--- config.mk ---
export PLATFORM = sky130hd
export DESIGN_NAME = traffic_ctrl_four
export DESIGN_NICKNAME = d
export VERILOG_FILES = /design/src/rtl/traffic_pkg.sv /design/src/rtl/traffic_ctrl_four_phase_timer.sv /design/src/rtl/traffic_ctrl_four.sv
export SDC_FILE = /design/constraint.sdc
export NUM_CORES = 1
export LEC_CHECK = 0
export BUFFER_PORTS_ARGS = -buffer_cell sky130_fd_sc_hd__buf_2
export CORE_UTILIZATION = 55
export CTS_BUF_LIST = sky130_fd_sc_hd__clkbuf_16
export CTS_CLUSTER_SIZE = 25
export DETAILED_ROUTE_END_ITERATION = 16
export PLACE_DENSITY = 0.85
export SYNTH_ARGS = -nofsm -noshare
export SYNTH_HDL_FRONTEND = slang
export SYNTH_HIERARCHICAL = 1
export SYNTH_SLANG_ARGS = --single-unit
--- constraint.sdc ---
create_clock -name clk -period 8.21 [get_ports clk]
set_input_delay 0.821 -clock clk [delete_from_list [all_inputs] [get_ports clk]]
set_output_delay 0.821 -clock clk [all_outputs]
set_load 0.01 [all_outputs]
--- src/rtl/traffic_pkg.sv ---
// Shared definitions for the four-way junction controller and its downstream lamp decoder.
// Phase encodings, lamp vector type and default timings live here so both ends agree.
package traffic_pkg;

  localparam logic [2:0] RED_B    = 3'd0;
  localparam logic [2:0] A_GREEN  = 3'd1;
  localparam logic [2:0] A_YELLOW = 3'd2;
  localparam logic [2:0] RED_A    = 3'd3;
  localparam logic [2:0] B_GREEN  = 3'd4;
  localparam logic [2:0] B_YELLOW = 3'd5;

  typedef struct packed {
    logic r;
    logic g;
    logic y;
  } lamp_t;

  localparam int DEF_GREEN_T  = 30;
  localparam int DEF_YELLOW_T = 15;
  localparam int DEF_ALLRED_T = 2;

  // Counter wide enough for the longest phase's terminal value, never narrower than 1 bit.
  function automatic int cnt_width(input int g, input int y, input int r);
    int m;
    m = g;
    if (y > m) m = y;
    if (r > m) m = r;
    return (m <= 1) ? 1 : $clog2(m);
  endfunction

endpackage

--- src/rtl/traffic_ctrl_four_phase_timer.sv ---
// Saturating phase counter: cleared by the FSM on each state change, holds at the terminal value.
module phase_timer #(
  parameter int W = 1
) (
  input  logic         clk,
  input  logic         rst_n,
  input  logic         clear,
  input  logic [W-1:0] term,
  output logic [W-1:0] cnt,
  output logic         done
);

  assign done = (cnt == term);

  always_ff @(posedge clk or negedge rst_n) begin
    if (!rst_n) begin
      cnt <= '0;
    end else if (clear) begin
      cnt <= '0;
    end else if (!done) begin
      cnt <= cnt + W'(1);
    end
  end

endmodule

--- src/rtl/traffic_ctrl_four.sv ---
// Four-way junction lamp controller: fixed phase rotation, demand latches and sensor-driven green extension.
module traffic_ctrl_four
  import traffic_pkg::*;
#(
  parameter int GREEN_T  = DEF_GREEN_T,
  parameter int YELLOW_T = DEF_YELLOW_T,
  parameter int ALLRED_T = DEF_ALLRED_T
) (
  input  logic       clk,
  input  logic       rst_n,
  input  logic       a_sensor,
  input  logic       b_sensor,
  output logic       ar,
  output logic       ag,
  output logic       ay,
  output logic       br,
  output logic       bg,
  output logic       by,
  output logic [2:0] phase
);

  localparam int CW = cnt_width(GREEN_T, YELLOW_T, ALLRED_T);
  localparam logic [CW-1:0] G_TERM = CW'(GREEN_T - 1);
  localparam logic [CW-1:0] Y_TERM = CW'(YELLOW_T - 1);
  localparam logic [CW-1:0] R_TERM = CW'(ALLRED_T - 1);

  logic [2:0]    state;
  logic [2:0]    next_state;
  logic [CW-1:0] cnt;
  logic [CW-1:0] term;
  logic          done;
  logic          leave;
  logic          a_req;
  logic          b_req;
  lamp_t         lamp_a;
  lamp_t         lamp_b;

  always_comb begin
    term = R_TERM;
    case (state)
      A_GREEN, B_GREEN:   term = G_TERM;
      A_YELLOW, B_YELLOW: term = Y_TERM;
      default:            term = R_TERM;
    endcase
  end

  phase_timer #(.W(CW)) u_timer (
    .clk   (clk),
    .rst_n (rst_n),
    .clear (leave),
    .term  (term),
    .cnt   (cnt),
    .done  (done)
  );

  // Greens only yield once crossing demand exists, latched or live this cycle.
  always_comb begin
    next_state = state;
    case (state)
      RED_B:    if (done) next_state = A_GREEN;
      A_GREEN:  if (done && (b_req || b_sensor)) next_state = A_YELLOW;
      A_YELLOW: if (done) next_state = RED_A;
      RED_A:    if (done) next_state = B_GREEN;
      B_GREEN:  if (done && (a_req || a_sensor)) next_state = B_YELLOW;
      B_YELLOW: if (done) next_state = RED_B;
      default:  next_state = RED_B;
    endcase
    leave = (next_state != state);
  end

  always_ff @(posedge clk or negedge rst_n) begin
    if (!rst_n) begin
      state <= RED_B;
    end else begin
      state <= next_state;
    end
  end

  // Entering a green serves that side's request, overriding a same-cycle set.
  always_ff @(posedge clk or negedge rst_n) begin
    if (!rst_n) begin
      a_req <= 1'b0;
      b_req <= 1'b0;
    end else begin
      if (leave && next_state == A_GREEN) a_req <= 1'b0;
      else if (a_sensor && state != A_GREEN) a_req <= 1'b1;
      if (leave && next_state == B_GREEN) b_req <= 1'b0;
      else if (b_sensor && state != B_GREEN) b_req <= 1'b1;
    end
  end

  always_comb begin
    lamp_a = '{r: 1'b1, g: 1'b0, y: 1'b0};
    lamp_b = '{r: 1'b1, g: 1'b0, y: 1'b0};
    case (state)
      A_GREEN:  lamp_a = '{r: 1'b0, g: 1'b1, y: 1'b0};
      A_YELLOW: lamp_a = '{r: 1'b0, g: 1'b0, y: 1'b1};
      B_GREEN:  lamp_b = '{r: 1'b0, g: 1'b1, y: 1'b0};
      B_YELLOW: lamp_b = '{r: 1'b0, g: 1'b0, y: 1'b1};
      default: begin
        lamp_a = '{r: 1'b1, g: 1'b0, y: 1'b0};
        lamp_b = '{r: 1'b1, g: 1'b0, y: 1'b0};
      end
    endcase
  end

  assign {ar, ag, ay} = lamp_a;
  assign {br, bg, by} = lamp_b;
  assign phase        = state;

endmodule

* Yosys cells after proc, flatten, opt, wreduce, memory -nomap -nowiden *
Cells that the tools add are included.

storage, ports and cells
  register bits = 10
  logic and storage cells = 46

cells by class
  $add $sub $neg = 1
  equal/unequal tests = 12
  multiplexer cells = 16
  reduce and logical (&&, ||, !) cells = 13

operators by type and width
  cell                                                    count
  two-way mux 3 bit                                       6
  case mux 3 bit (6 select lines)                         1
  case mux 3 bit (2 select lines)                         2
  two-way mux 5 bit                                       2
  case mux 5 bit (2 select lines)                         1
  == test 3 bit (second input constant)                   3
  == test 3 x 1 -> 1 bit (second input constant)          2
  == test 3 x 2 -> 1 bit (second input constant)          2
  logical AND 1 bit                                       6
  adder 5 x 1 -> 5 bit (second input constant)            1
  == test 5 bit                                           1
  two-way mux 1 bit                                       4
  nonzero test 2 bit                                      2
  OR reduction 2 bit                                      2
  logical NOT 3 bit                                       1
  inequality test 3 x 1 -> 1 bit (second input constant)  1
  inequality test 3 bit                                   1
  inequality test 3 bit (second input constant)           1
  logical OR 1 bit                                        2
  inequality test 2 x 1 -> 1 bit (second input constant)  1

* Depth between registers and ports, before layout *
  depth after elaboration = 10
  depth in mapped cells = 14
  gate-level depth less buffers = 12

* Cells and area by module *
Netlist, hierarchy kept.

by module, submodules not included
  module             times used  cells each  area an instance (um2)
  phase_timer        1           44          410.4
  traffic_ctrl_four  1           46          360.3

* Least setup slack after synthesis *
OpenSTA, ideal clock, no wires.

  path type = register to register
  from = register state[2], in the netlist phase[2]
  to = register u_timer.cnt[3]
  arrival = 2.797 ns
  data required time = 8.088 ns
  path slack = 5.291 ns
  stages on the path, launching flop included = 15
  buffers on the path = 2
  cell sequence = dfrtp_1 -> buf_2 -> and2b_2 -> and2_1 -> or2_2 -> xor2_1 -> or2_2 -> nor2b_4 -> a21oi_1 -> nor2_1 -> clkbuf_1 -> or2b_1 -> nor3_1 -> mux2i_1 -> nand2_1

on the way
  cells in the longest elaborated chain, start to end = 9

ends and longest elaborated chain
  element                                                                               line                                              RTL
  from (decl)                                                                           traffic_ctrl_four.sv:27                           logic [2:0] state;
  from (signal assigned)                                                                traffic_ctrl_four.sv:75                           state <= next_state;
  == test 3 bit, or another cell as far along                                           traffic_ctrl_four.sv:40                           case (state)
  OR reduction 2 bit                                                                    traffic_ctrl_four.sv:40
  case mux 5 bit (2 select lines) *                                                     traffic_ctrl_four.sv:40
  net term[1]                                                                           traffic_ctrl_four.sv:30                           logic [CW-1:0] term;
  == test 5 bit *                                                                       traffic_ctrl_four_phase_timer.sv:13               assign done = (cnt == term);
  net done                                                                              traffic_ctrl_four.sv:31                           logic done;
  logical AND 1 bit (on tied branches)                                                  traffic_ctrl_four.sv:64, traffic_ctrl_four.sv:61
  two-way mux 3 bit (on tied branches)                                                  traffic_ctrl_four.sv:64, traffic_ctrl_four.sv:61
  case mux 3 bit (6 select lines) *                                                     traffic_ctrl_four.sv:59                           case (state)
  inequality test 3 bit *                                                               traffic_ctrl_four.sv:68                           leave = (next_state != state);
  net leave                                                                             traffic_ctrl_four.sv:32                           logic leave;
  inequality test 2 x 1 -> 1 bit (no line) / two-way mux 5 bit (equally long branches)  -
  to (signal assigned)                                                                  traffic_ctrl_four_phase_timer.sv:21               cnt <= cnt + W'(1);
  to (decl)                                                                             traffic_ctrl_four_phase_timer.sv:9                output logic [W-1:0] cnt,

Mark *: on every way through the listed nets, which the timed path passes. The rest lies on a longest branch.
A chain may end at the register's enable or synchronous reset.

* Final worst setup path *
  from = register state[1], in the netlist phase[1]
  to = register u_timer.cnt[4]

Same word-level chain as after synthesis.

==> results.yml <==
status:
  status: "complete, no violations"
setup_path:
  end_kind: "flip-flop"
  crit_chain: "and2b_2 > and2_1 > or2_2 > xor2_1 > or2_2 > nor2b_4 > a21oi_1 > nor2_1 > or2b_1 > nor3_1 > a21oi_1 > nand2_1"
  cp.required_ns: 8.33
  worst_setup_path_start_kind: "flip-flop"
  critical-path-top-delay-family: "simple AND/OR/NAND/NOR gates"
  crit_type: "reg2reg"
  cp_max_fo: 13
  critical_path_buf_inv_count: 0
  slowest_stage: "dfrtp_1"
  slowest_delay_ns: 0.59
  worstPathArrival_ns: 3.51
job:
  maxCapViolCount: 0
cts:
  cts_resized: 0
  numCtsBuffers: 3
  clkSlewWorstSetupHoldPaths_ns: 0.04
  postCtsSetupBuffers: 0
  clk_latency_ns: 0.23
  cts-htree-levels: 1
  hold_buffers: 0
  cts_tree: "built"
  root_buffer: "clkbuf_16"
  cts_sinks: 10
  clockBufferDepth: 2
global_route:
  grt_max_degree: 17
  overflow: 0
  grt.total_usage_pct: 27.9
  grt_pass1_wl_um: 2810
  antenna_found_initial: 0
  grt_pass1_vias: 648
synth:
  synthDistinctLibCells: 36
  synth_area_sq_um: 771
  synth_xor_area_share_pct: 7.95
  synth_seq_cells: 10
  syn_inst: 90
  ys_seq_area_share_pct: 32.5
  synth_top_family_by_area: "simple AND/OR/NAND/NOR gates"
  synth_top_area_share_pct: 32.5
  syn_area_per_cell_sq_um: 8.56
  ys_async_sr_fraction_pct: 100
  yosys.area_share.adder_pct: 1.62
  synthTopCellsByArea: "dfrtp_1 (32%), nor2_1 (6.3%), a21oi_1 (5.8%), xor2_1 (5.7%), nand2_1 (4.4%)"
  synth_compound_area_share_pct: 14.6
  synth_mux_area_share_pct: 5.84
  synthSimpleGateAreaFrac_pct: 33.3
  synth-main-ff-cell: "dfrtp_1"
  yosysWarnings: 6
  synth_edf_count: 0
  synth_top_cell_by_area: "dfrtp_1"
  synth_nets: 95
pwr:
  cell_internal_pwr_mw: 0.114
  p_switching_mw: 0.0229
  finalPower_mw: 0.137
  p_leak_nw: 0.381
  p_seq_share_pct: 36.7
  swShare_pct: 16.7
  combPwrFrac_pct: 2.0
  peakVddDrop_uv: 136
  power_density_nw_per_um2: 152
  clock_power_share_pct: 61.4
timing:
  finalSetupViolations: 0
  fin_crit_sh_pct: 41.3
  min_period_ns: 3.39
  relSlewSlack_pct: 58.5
  final_max_slew_viol_count: 0
  timing.final.hold_violations: 0
  max_freq_mhz: 295
  max_slew.worst_pin.slew_ns: 0.620
  rsz0062_at_grt: "false"
  tns_ns: 0
  fin_skew_ns: 0.00170
route:
  num_vias: 689
  drt-initial-drc-count: 20
  antenna_left: 0
  firstDrtPassIters: 4
  avgViaCountPerCell: 5.94
  routed_wirelength_um: 1720
  drc_errors: 0
  wl_per_cell_um: 14.8
placement:
  port_buffers: 12
  dp_hpwl_um: 1180
  gp_congestion: 0.793
cells_and_area:
  drive_above_1_share_pct: 20.8
  diodes: 0
  area_growth_pct: 16.7
  fillCellCount: 112
  finalNetCount: 108
floorplan:
  row_count: 13
  dieHeight_um: 39.4
  dieArea_sq_um: 1560
  ioPinCount: 13
  initial_core_util_pct: 59.2
  coreArea_sq_um: 1300
  die_x_um: 39.4
hold_path:
  hp-class: "in2async"
metal layers:
layer / track usage [%] / part of all wire (%)
met1: 32.4 / 44
met2: 44.3 / 51
met3: 8.52 / 4.5
met4: 16.4 / 0.70
met5: 0 / 0
per-stage QoR:
step / setup WS, ns / hold WS (ns) / std cells / instance area [sq um] / utilization [%]
2_1_floorplan: 5.29 / 0.502 / 90 / 771 / -
3_5_place_dp: 4.92 / 0.556 / 113 / 825 / 63.4
5_1_grt: 4.60 / 0.458 / 116 / 900 / 69.1
4_1_cts: 4.87 / 0.446 / 116 / 900 / 69.1
3_3_place_gp: 5.02 / 0.541 / 113 / 825 / 63.4
6_report: 4.82 / 0.441 / 116 / 900 / 69.1
kinds of logic after synthesis:
logic type	Yosys count
AND/OR/NAND/NOR	44
AO/OA/AOI/OAI	18
flip-flops	10
adder cells (fa/ha/maj)	1
multiplexers	4
buffers and inverters	6
XOR/XNOR	7
layout make-up:
class	count	area (sq um)	area share, %
timing repair buffer	12	60.1	6.68
sequential	10	250	27.8
multi-input combinational	74	488	54.2
clock buffer	3	75.1	8.34
inverter	2	7.51	0.834
tap	15	18.8	2.09
registers in the layout (all words and copies together) (netlist names):
signal,cells
phase,3
b_req,1
a_req,1
u_timer/cnt,5
power groups by stage:
stage                     logic (mW)  clock network [mW]  registers, mW
final                        0.00270              0.0839         0.0501
after CTS                    0.00278              0.0853         0.0501
after global routing         0.00308              0.0889         0.0501
after global placement       0.00269                   0         0.0507
after detailed placement     0.00271                   0         0.0507
after floorplan             0.000752                   0         0.0506
path summary, 6_finish.rpt:
check / start / endpoint / slack (ns) / depth (start not counted)
setup / recovery: phase[1] / u_timer/cnt[4] / 4.82 / 12
hold / removal: rst_n / a_req / 0.44 / 1
setup reg to reg: phase[1] / u_timer/cnt[4] / 4.82 / 12
hold reg to reg: a_req / a_req / 0.57 / 2
max in group asynchronous: rst_n / u_timer/cnt[2] / 7.58 / 1
min in group clk: a_req / a_req / 0.57 / 2
synthesized netlist by cell type, drive strengths merged (2+ instances only):
cell	count
a21oi	9
and2	2
buf	3
dfrtp	10
inv	2
mux2i	3
nand2	9
nor2	13
nor2b	2
nor3	4
o21ai	2
or2	2
or2b	3
or4b	2
xnor2	2
xor2	5
placed cells by master, fill, tap and decap left out, drive strengths merged, types with 2 or more instances in the layout:
cell type | Yosys | final
o21ai | 2 | 2
nand2 | 9 | 9
nor3 | 4 | 4
and2 | 2 | 2
a21oi | 9 | 9
xnor2 | 2 | 2
inv | 2 | 2
nor2 | 13 | 13
or2 | 2 | 2
mux2i | 3 | 3
buf | 3 | 12
or4b | 2 | 2
xor2 | 5 | 5
dfrtp | 10 | 10
nor2b | 2 | 2
or2b | 3 | 3
clkbuf | 1 | 3
Note: power is estimated with default switching activity, not from simulation.
